==> config.mk <==
export PLATFORM = sky130hd
export DESIGN_NAME = spike_rate_decoder_flat
export DESIGN_NICKNAME = d
export VERILOG_FILES = /design/src/rtl/snn_pkg.sv /design/src/rtl/spike_rate_decoder_if.sv /design/src/rtl/sat_counter.sv /design/src/rtl/spike_rate_decoder.sv /design/src/flat_wrapper.sv
export SDC_FILE = /design/constraint.sdc
export NUM_CORES = 1
export LEC_CHECK = 0
export CELL_PAD_IN_SITES_DETAIL_PLACEMENT = 0
export CELL_PAD_IN_SITES_GLOBAL_PLACEMENT = 1
export CORE_MARGIN = 1
export CORE_UTILIZATION = 47
export CTS_CLUSTER_SIZE = 16
export DETAILED_ROUTE_END_ITERATION = 10
export GPL_TIMING_DRIVEN = 0
export HOLD_SLACK_MARGIN = 0.08
export PLACE_DENSITY = 0.82
export SLEW_MARGIN = 10
export SYNTH_ARGS = -nofsm -noshare
export SYNTH_HDL_FRONTEND = slang
export SYNTH_SLANG_ARGS = --single-unit
==> constraint.sdc <==
create_clock -name clk -period 4.78 [get_ports clk]
set_input_delay 0.478 -clock clk [delete_from_list [all_inputs] [get_ports clk]]
set_output_delay 0.478 -clock clk [all_outputs]
set_load 0.01 [all_outputs]
==> src/rtl/snn_pkg.sv <==
// Shared definitions for the spiking-neuron datapath: output widths, saturation
// ceilings, ISI arming states and the saturating increment used by every counter.
package snn_pkg;

  localparam int unsigned SPIKE_W = 8;
  localparam logic [SPIKE_W-1:0] RATE_MAX = 8'd255;
  localparam logic [SPIKE_W-1:0] ISI_MAX  = 8'd255;

  // One extra bit lets the window count distinguish "exactly 255" from "more".
  localparam int unsigned SCNT_W = 9;
  localparam logic [SCNT_W-1:0] SCNT_MAX = 9'd256;

  typedef enum logic {
    ISI_IDLE  = 1'b0,
    ISI_ARMED = 1'b1
  } isi_state_t;

  function automatic logic [15:0] sat_inc(input logic [15:0] v, input logic [15:0] max);
    return (v >= max) ? max : v + 16'd1;
  endfunction

endpackage

==> src/rtl/spike_rate_decoder_if.sv <==
// Spike input, control and decoded-output bundle of the spike rate decoder.
interface spike_rate_decoder_if;

  logic                         ena;
  logic                         clear;
  logic                         spike_in;
  logic [snn_pkg::SPIKE_W-1:0]  rate;
  logic                         rate_sat;
  logic                         rate_valid;
  logic [snn_pkg::SPIKE_W-1:0]  isi;
  logic                         isi_valid;

  modport master (
    output ena, clear, spike_in,
    input  rate, rate_sat, rate_valid, isi, isi_valid
  );

  modport slave (
    input  ena, clear, spike_in,
    output rate, rate_sat, rate_valid, isi, isi_valid
  );

endinterface

==> src/rtl/sat_counter.sv <==
// Unsigned up-counter that sticks at MAX; clr wins over inc.
module sat_counter
  import snn_pkg::*;
#(
  parameter int unsigned  W   = 8,
  parameter logic [W-1:0] MAX = '1
) (
  input  logic         clk,
  input  logic         rst_n,
  input  logic         clr_i,
  input  logic         inc_i,
  output logic [W-1:0] q_o
);

  logic [W-1:0] q_q;
  logic [W-1:0] q_d;

  always_comb begin
    q_d = q_q;
    if (clr_i) begin
      q_d = '0;
    end else if (inc_i) begin
      q_d = W'(sat_inc(16'(q_q), 16'(MAX)));
    end
  end

  always_ff @(posedge clk or negedge rst_n) begin
    if (!rst_n) begin
      q_q <= '0;
    end else begin
      q_q <= q_d;
    end
  end

  assign q_o = q_q;

endmodule

==> src/rtl/spike_rate_decoder.sv <==
// Turns a 1-bit spike train into a windowed spike-rate count and an
// inter-spike-interval measurement, both saturating at 255.
module spike_rate_decoder
  import snn_pkg::*;
#(
  parameter int unsigned WINDOW_LOG2 = 8
) (
  input  logic                 clk,
  input  logic                 rst_n,
  spike_rate_decoder_if.slave  bus
);

  logic                   spike_q;
  logic                   spk_edge;
  logic                   ena_edge;
  logic                   term;

  logic [WINDOW_LOG2-1:0] wcnt_q, wcnt_d;
  logic [SCNT_W-1:0]      scnt;
  logic [SPIKE_W-1:0]     itim;
  logic [SCNT_W:0]        win_sum;

  logic [SPIKE_W-1:0]     rate_q, rate_d;
  logic                   rate_sat_q, rate_sat_d;
  logic                   rate_valid_q, rate_valid_d;
  logic [SPIKE_W-1:0]     isi_q, isi_d;
  logic                   isi_valid_q, isi_valid_d;
  isi_state_t             isi_state_q, isi_state_d;

  assign spk_edge = bus.spike_in & ~spike_q;
  assign ena_edge = bus.ena & spk_edge;
  assign term     = bus.ena & (wcnt_q == '1);

  // An edge on the terminal cycle is folded into the closing window's total
  // rather than the counter, which is being cleared on that same edge.
  assign win_sum  = {1'b0, scnt} + {{SCNT_W{1'b0}}, spk_edge};

  always_ff @(posedge clk or negedge rst_n) begin
    if (!rst_n) begin
      spike_q <= 1'b0;
    end else begin
      spike_q <= bus.spike_in;
    end
  end

  sat_counter #(
    .W   (SCNT_W),
    .MAX (SCNT_MAX)
  ) u_scnt (
    .clk   (clk),
    .rst_n (rst_n),
    .clr_i (bus.clear | term),
    .inc_i (ena_edge & ~term),
    .q_o   (scnt)
  );

  sat_counter #(
    .W   (SPIKE_W),
    .MAX (ISI_MAX)
  ) u_itim (
    .clk   (clk),
    .rst_n (rst_n),
    .clr_i (bus.clear | ena_edge),
    .inc_i (bus.ena),
    .q_o   (itim)
  );

  always_comb begin
    wcnt_d       = wcnt_q;
    rate_d       = rate_q;
    rate_sat_d   = rate_sat_q;
    rate_valid_d = 1'b0;
    if (bus.clear) begin
      wcnt_d = '0;
    end else if (bus.ena) begin
      wcnt_d = wcnt_q + 1'b1;
      if (term) begin
        rate_sat_d   = (win_sum > {2'b00, RATE_MAX});
        rate_d       = rate_sat_d ? RATE_MAX : win_sum[SPIKE_W-1:0];
        rate_valid_d = 1'b1;
      end
    end
  end

  // itim holds cycles since the previous edge minus one, hence the increment.
  always_comb begin
    isi_state_d = isi_state_q;
    isi_d       = isi_q;
    isi_valid_d = 1'b0;
    if (bus.clear) begin
      isi_state_d = ISI_IDLE;
    end else if (ena_edge) begin
      case (isi_state_q)
        ISI_IDLE: begin
          isi_state_d = ISI_ARMED;
        end
        ISI_ARMED: begin
          isi_d       = SPIKE_W'(sat_inc(16'(itim), 16'(ISI_MAX)));
          isi_valid_d = 1'b1;
        end
        default: begin
          isi_state_d = ISI_IDLE;
        end
      endcase
    end
  end

  always_ff @(posedge clk or negedge rst_n) begin
    if (!rst_n) begin
      wcnt_q       <= '0;
      rate_q       <= '0;
      rate_sat_q   <= 1'b0;
      rate_valid_q <= 1'b0;
      isi_state_q  <= ISI_IDLE;
      isi_q        <= '0;
      isi_valid_q  <= 1'b0;
    end else begin
      wcnt_q       <= wcnt_d;
      rate_q       <= rate_d;
      rate_sat_q   <= rate_sat_d;
      rate_valid_q <= rate_valid_d;
      isi_state_q  <= isi_state_d;
      isi_q        <= isi_d;
      isi_valid_q  <= isi_valid_d;
    end
  end

  assign bus.rate       = rate_q;
  assign bus.rate_sat   = rate_sat_q;
  assign bus.rate_valid = rate_valid_q;
  assign bus.isi        = isi_q;
  assign bus.isi_valid  = isi_valid_q;

endmodule

==> src/flat_wrapper.sv <==
// flat-port wrapper written by rule: the top's interface ports become plain ports
module spike_rate_decoder_flat import snn_pkg::*;
#(
  parameter int unsigned WINDOW_LOG2 = 8
)
  (clk, rst_n, bus_ena, bus_clear, bus_spike_in, bus_rate, bus_rate_sat, bus_rate_valid, bus_isi, bus_isi_valid);
  spike_rate_decoder_if bus_i ();
  input  logic clk;
  input  logic rst_n;
  input wire logic [$bits(bus_i.ena)-1:0] bus_ena;
  input wire logic [$bits(bus_i.clear)-1:0] bus_clear;
  input wire logic [$bits(bus_i.spike_in)-1:0] bus_spike_in;
  output wire logic [$bits(bus_i.rate)-1:0] bus_rate;
  output wire logic [$bits(bus_i.rate_sat)-1:0] bus_rate_sat;
  output wire logic [$bits(bus_i.rate_valid)-1:0] bus_rate_valid;
  output wire logic [$bits(bus_i.isi)-1:0] bus_isi;
  output wire logic [$bits(bus_i.isi_valid)-1:0] bus_isi_valid;
  assign bus_i.ena = bus_ena;
  assign bus_i.clear = bus_clear;
  assign bus_i.spike_in = bus_spike_in;
  assign bus_rate = bus_i.rate;
  assign bus_rate_sat = bus_i.rate_sat;
  assign bus_rate_valid = bus_i.rate_valid;
  assign bus_isi = bus_i.isi;
  assign bus_isi_valid = bus_i.isi_valid;
  spike_rate_decoder #(.WINDOW_LOG2(WINDOW_LOG2)) u_core (.clk(clk), .rst_n(rst_n), .bus(bus_i));
endmodule
* Yosys cells after proc, flatten, opt, wreduce, memory -nomap -nowiden
Cells that the tools add are included.
** Cells by class
- Order comparisons :: 3
- Bitwise logic cells :: 9
- Reductions and logical operators :: 6
- Equal/unequal tests :: 1
- Mux-type cells :: 17
- $add $sub $neg :: 4
** Operator list (count)
- $mux W8 :: 6
- $mux W9 :: 3
- $add A8 B1 Y8 const B :: 2
- $add A9 B1 Y10 :: 1
- $gt A10 B8 Y1 const B :: 1
- $add A9 B1 Y9 const B :: 1
- $ge A9 B9 Y1 const B :: 1
- $eq A8 B8 Y1 const B :: 1
- $ge A8 B8 Y1 const B :: 1
- $mux W1 :: 8
- $reduce_bool A2 Y1 :: 4
- $reduce_and A3 Y1 :: 2
- $and A1 B1 Y1 :: 4
- $not A1 Y1 :: 3
- $or A1 B1 Y1 :: 2
** Storage, ports and cells
- Logic and storage cells :: 50
- Input port bits :: 5
- Bits in registers :: 46
- Output and inout port bits :: 19

* Depth between registers and ports, before layout
- Word-level depth :: 6
- Mapped depth :: 7

* Hierarchy
A second synthesis with hierarchy kept.
** Unflattened totals
- Cells, all modules :: 246
- Area total of the unflattened synthesis :: 2408.6 sq um
** By module, submodules not included
- spike_rate_decoder :: instances 1, area each 1475.2 sq um, sequential area each 725.7 sq um, cells an instance 150
- sat_counter at u_core.u_scnt :: instances 1, area each 500.5 sq um, sequential area each 225.2 sq um, cells an instance 54
- sat_counter at u_core.u_itim :: instances 1, area each 432.9 sq um, sequential area each 200.2 sq um, cells an instance 42

* Worst setup path before layout
OpenSTA, ideal clock, no wires.
- Path type :: in2reg
- From :: input bus_spike_in
- To :: register u_core.rate_q[2], in the netlist u_core.bus.rate[2]
- Library setup time :: 0.149 ns
- Stages :: 7
- Path slack :: 2.663 ns
- Arrival time :: 1.968 ns
- Cell sequence :: nor2b_1 > ha_1 > ha_1 > nand4_1 > nor2_1 > mux2i_1 > a31oi_1
** On the way
- Word-level cells in the longest chain between the ends :: 4
** Ends and longest elaborated chain
- from (decl) :: line flat_wrapper.sv:12 : input wire logic [$bits(bus_i.spike_in)-1:0] bus_spike_in;
- $and A1 B1 Y1 * :: line spike_rate_decoder.sv:30 : assign spk_edge = bus.spike_in & ~spike_q;
- $add A9 B1 Y10 * :: line spike_rate_decoder.sv:36 : assign win_sum = {1'b0, scnt} + {{SCNT_W{1'b0}}, spk_edge};
- $gt A10 B8 Y1 :: line spike_rate_decoder.sv:78 : rate_sat_d = (win_sum > {2'b00, RATE_MAX});
- $mux W8 * :: line spike_rate_decoder.sv:79 : rate_d = rate_sat_d ? RATE_MAX : win_sum[SPIKE_W-1:0];
- to (signal assigned) :: line spike_rate_decoder.sv:119 : rate_q <= rate_d;
- to (decl) :: line spike_rate_decoder.sv:23 : logic [SPIKE_W-1:0] rate_q, rate_d;
Mark *: on every way between the ends. The rest lies on a longest branch, timed or not.
A chain may end at the register's enable or synchronous reset.

* Worst setup path after layout
- From :: input bus_spike_in
- To :: register u_core.rate_q[7], in the netlist u_core.bus.rate[7]
The elaborated chain is that of the path after synthesis.

==> flow_metrics.py <==
metrics = {
    "outcome": {
        "status": "completed",
    },
    "timing": {
        "maxSlewViolCount": 0,
        "period_minus_slack_ns": 2.848,
        "max_freq_ghz": 0.3511,
        "setup_violations": 0,
        "hold_violations": 0,
        "layout_worst_path_cycle_share": 0.5958,
        "relSlewSlack": 0.4636,
        "fin_tns_setup_ns": 0,
        "worstMarginPinSlew_ns": 0.7822,
        "finClkSkew_ns": 0.008767,
        "grt_setup_unrepaired": "no",
        "fin_hold_ws_ns": 0.1462,
    },
    "yosys": {
        "netlist_area_um2": 2389,
        "ys_seq_area_frac": 0.4819,
        "syn_inst": 242,
        "synth_nets": 253,
        "syn_avg_cell_area_um2": 9.870,
        "synth_edf_count": 0,
        "ys_ff_latch": 46,
        "synthArstFlopShare": 1.000,
        "synth-main-ff-cell": "dfrtp_1",
        "yosysWarnings": 0,
        "yosysUniqueCellTypes": 48,
    },
    "run": {
        "drv_cap": 0,
    },
    "routing": {
        "drt_iter0_drc": 91,
        "first_pass_iters": 4,
        "vias_per_cell": 5.292,
        "wl_mm": 4.696,
        "wl_per_cell_um": 13.85,
        "route.detailed.drc": 0,
        "drtAntennaViolNets": 0,
        "num_vias": 1794,
    },
    "cts": {
        "clk_path_buf_depth": 2,
        "htreeDepth": 2,
        "cts-buffers-inserted": 5,
        "cts_tree": "done",
        "clk_latency_ns": 0.30,
        "post_cts_buffers": 0,
        "cts_root_buf": "clkbuf_8",
        "postCtsResizedCells": 0,
        "path_clk_slew_ns": 0.09,
        "cts_hold_buf": 0,
        "cts.sinks": 46,
    },
    "setup_path": {
        "regToRegSetupSlack_ns": 2.31,
        "worstSetupEndpoint": "u_core.bus.rate[7]$_DFFE_PN0P_",
        "ff2ff_path_depth": 7,
        "arrival_ns": 3.00,
        "cp_slowest_cell": "mux2i_1",
        "crit_type": "input port to flip-flop",
        "critPathLaunchType": "input port",
        "cp_data_required_time_ns": 4.93,
        "r2r-start": "u_core.spike_q$_DFF_PN0_",
        "crit_fanout": 9,
        "worstSetupEndpointType": "flip-flop",
        "startpoint": "bus_spike_in",
        "rr_endpoint": "u_core.bus.rate[7]$_DFFE_PN0P_",
        "cpMostUsedCell": "ha_1",
        "cp_cell_sequence": "clkdlybuf4s50_1 -> nor2b_1 -> ha_1 -> ha_1 -> nand4_1 -> nor2_1 -> mux2i_1 -> a31oi_1",
        "slowest_delay_ns": 0.68,
    },
    "worst_hold_path": {
        "min_path_type": "input port to async pin",
    },
    "place": {
        "numPortBuffers": 22,
        "hpwlAfterDp_mm": 3.261,
        "gp_congestion": 0.7897,
    },
    "final_layout": {
        "areaGrowthSynthToFinish_pct": 18.07,
        "fin_nets": 283,
        "diodes": 0,
        "drive_above_1_share": 0.1140,
    },
    "floorplanning": {
        "fp.dieW_um": 73.29,
        "initial_core_util": 0.4958,
        "die_y_um": 73.29,
        "row_count": 25,
        "core_um2": 4817,
        "ioPinCount": 24,
        "design.die.area_um2": 5371,
    },
    "power": {
        "p_int_mw": 0.6156,
        "p_total_mw": 0.7970,
        "p_sw_frac": 0.2276,
        "pwr-share-seq": 0.524,
        "power_density_nw_per_um2": 282.6,
        "p_sw_mw": 0.1814,
        "vdd_drop_max_mv": 0.1651,
        "pwr-share-comb": 0.106,
        "p_clk_frac": 0.370,
        "power_leakage_nw": 1.234,
    },
    "global_route": {
        "grt_pass1_wl_mm": 8.204,
        "track_usage": 0.2001,
        "grt_max_degree": 25,
        "antenna_found_initial": 0,
        "overflow": 0,
        "grt_pass1_vias": 1735,
    },
}
-- cell type report --
class,count,area (um2)
flip-flops and latches,46,1151
fillers,463,1997
clock buffers,6,82.58
inverters,7,26.28
repair buffers,23,235.2
clock inverters,1,30.03
multi-input cells,178,1120
plain buffers,11,91.34
well taps,67,83.83
-- layout by cell type (no fill, tap or decap), types with 3 or more instances in the layout --
| cell type | count |
|---|---|
| buf_2 | 4 |
| a21oi_1 | 17 |
| o21ai_0 | 13 |
| nand3_1 | 9 |
| xor2_1 | 10 |
| inv_1 | 6 |
| mux2i_1 | 5 |
| clkbuf_8 | 8 |
| clkdlybuf4s50_1 | 21 |
| nor3_1 | 3 |
| ha_1 | 6 |
| dfrtp_1 | 46 |
| nor2_1 | 34 |
| a21o_1 | 5 |
| or3_1 | 4 |
| buf_6 | 3 |
| nand2_1 | 18 |
| nand4_1 | 5 |
| a31oi_1 | 13 |
-- worst max-delay path: cells and delay by family --
family          cells  cell delay (ns)
mux                 1             0.68
fa+ha+maj           2             0.58
simple gates        3             0.56
buf+inv             1             0.53
compound gates      1             0.17
-- through the flow --
step	utilization	cell area, um2	worst slack, ns	std cells
2_1_floorplan	-	2389	2.663	242
3_3_place_gp	0.5590	2693	1.619	331
3_5_place_dp	0.5621	2708	1.606	332
4_1_cts	0.5855	2820	1.929	339
5_1_grt	0.5855	2820	1.725	339
6_report	0.5855	2820	1.932	339
-- power groups by stage --
stage	clock (mW)	sequential (mW)	combinational, mW
global route	0.317	0.420	0.0949
detailed placement	0	0.426	0.0860
finish	0.295	0.417	0.0844
floorplan	0	0.430	0.0350
global placement	0	0.424	0.0834
CTS	0.305	0.418	0.0864
-- metal layers --
layer / routed length, um / share of wire / vias to the layer above / GRT usage
met2: 2047 / 0.44 / 28 / 0.3076
met5: 0 / 0 / - / 0
met1: 2477 / 0.53 / 837 / 0.2858
li1: - / - / 925 / -
met4: 42 / 0.0089 / 0 / 0.05342
met3: 129 / 0.027 / 4 / 0.04527
-- registers in the layout, indices dropped and copies added, names as in the netlist --
signal	flops
u_core.bus.isi	8
u_core.bus.isi_valid	1
u_core.bus.rate	8
u_core.bus.rate_sat	1
u_core.bus.rate_valid	1
u_core.isi_state_q	1
u_core.spike_q	1
u_core.u_itim.q_o	8
u_core.u_scnt.q_o	9
u_core.wcnt_q	8
-- kinds of logic (layout without fill, tap and decap cells) --
family | after synthesis | count (layout) | share of synthesized area
mux | 5 | 5 | 0.02095
compound gates | 57 | 57 | 0.1467
simple gates | 98 | 98 | 0.2258
flops | 46 | 46 | 0.4819
xor+xnor | 12 | 12 | 0.04400
fa+ha+maj | 6 | 6 | 0.03143
buf+inv | 18 | 48 | 0.04924
-- synth_stat cells, types with 2 or more instances --
cell type  count  share of area
nand3_1        9          0.019
nor2b_1        2         0.0052
and2_1         2         0.0052
ha_1           6          0.031
clkbuf_8       2          0.012
o22ai_1        2         0.0052
or4b_1         2         0.0084
a21o_1         5          0.016
mux2i_1        5          0.021
or3_1          4          0.010
nand2b_1       2         0.0052
nand2_1       18          0.028
inv_1          6         0.0094
a22o_1         2         0.0073
nor3b_1        2         0.0063
or4_1          2         0.0063
a31oi_1       13          0.034
nor3_1         3         0.0063
a21oi_1       17          0.036
xor2_1        10          0.037
nor2_1        34          0.053
xnor2_1        2         0.0073
buf_2          3         0.0063
nand4_1        5          0.013
clkbuf_1       2         0.0031
buf_6          3          0.014
o21ai_0       13          0.027
dfrtp_1       46           0.48
-- worst min-delay path by stage --
stage | to | cells after the start
after global routing | u_core.bus.isi[6]$_DFFE_PN0P_ | 1
after global placement | u_core.bus.isi[7]$_DFFE_PN0P_ | 2
final | u_core.u_itim.q_o[6]$_DFFE_PN0P_ | 1
after CTS | u_core.bus.isi[6]$_DFFE_PN0P_ | 1
after floorplan | u_core.bus.isi[0]$_DFFE_PN0P_ | 0
after detailed placement | u_core.bus.isi[7]$_DFFE_PN0P_ | 2
Note: power is estimated with default switching activity, not from simulation.
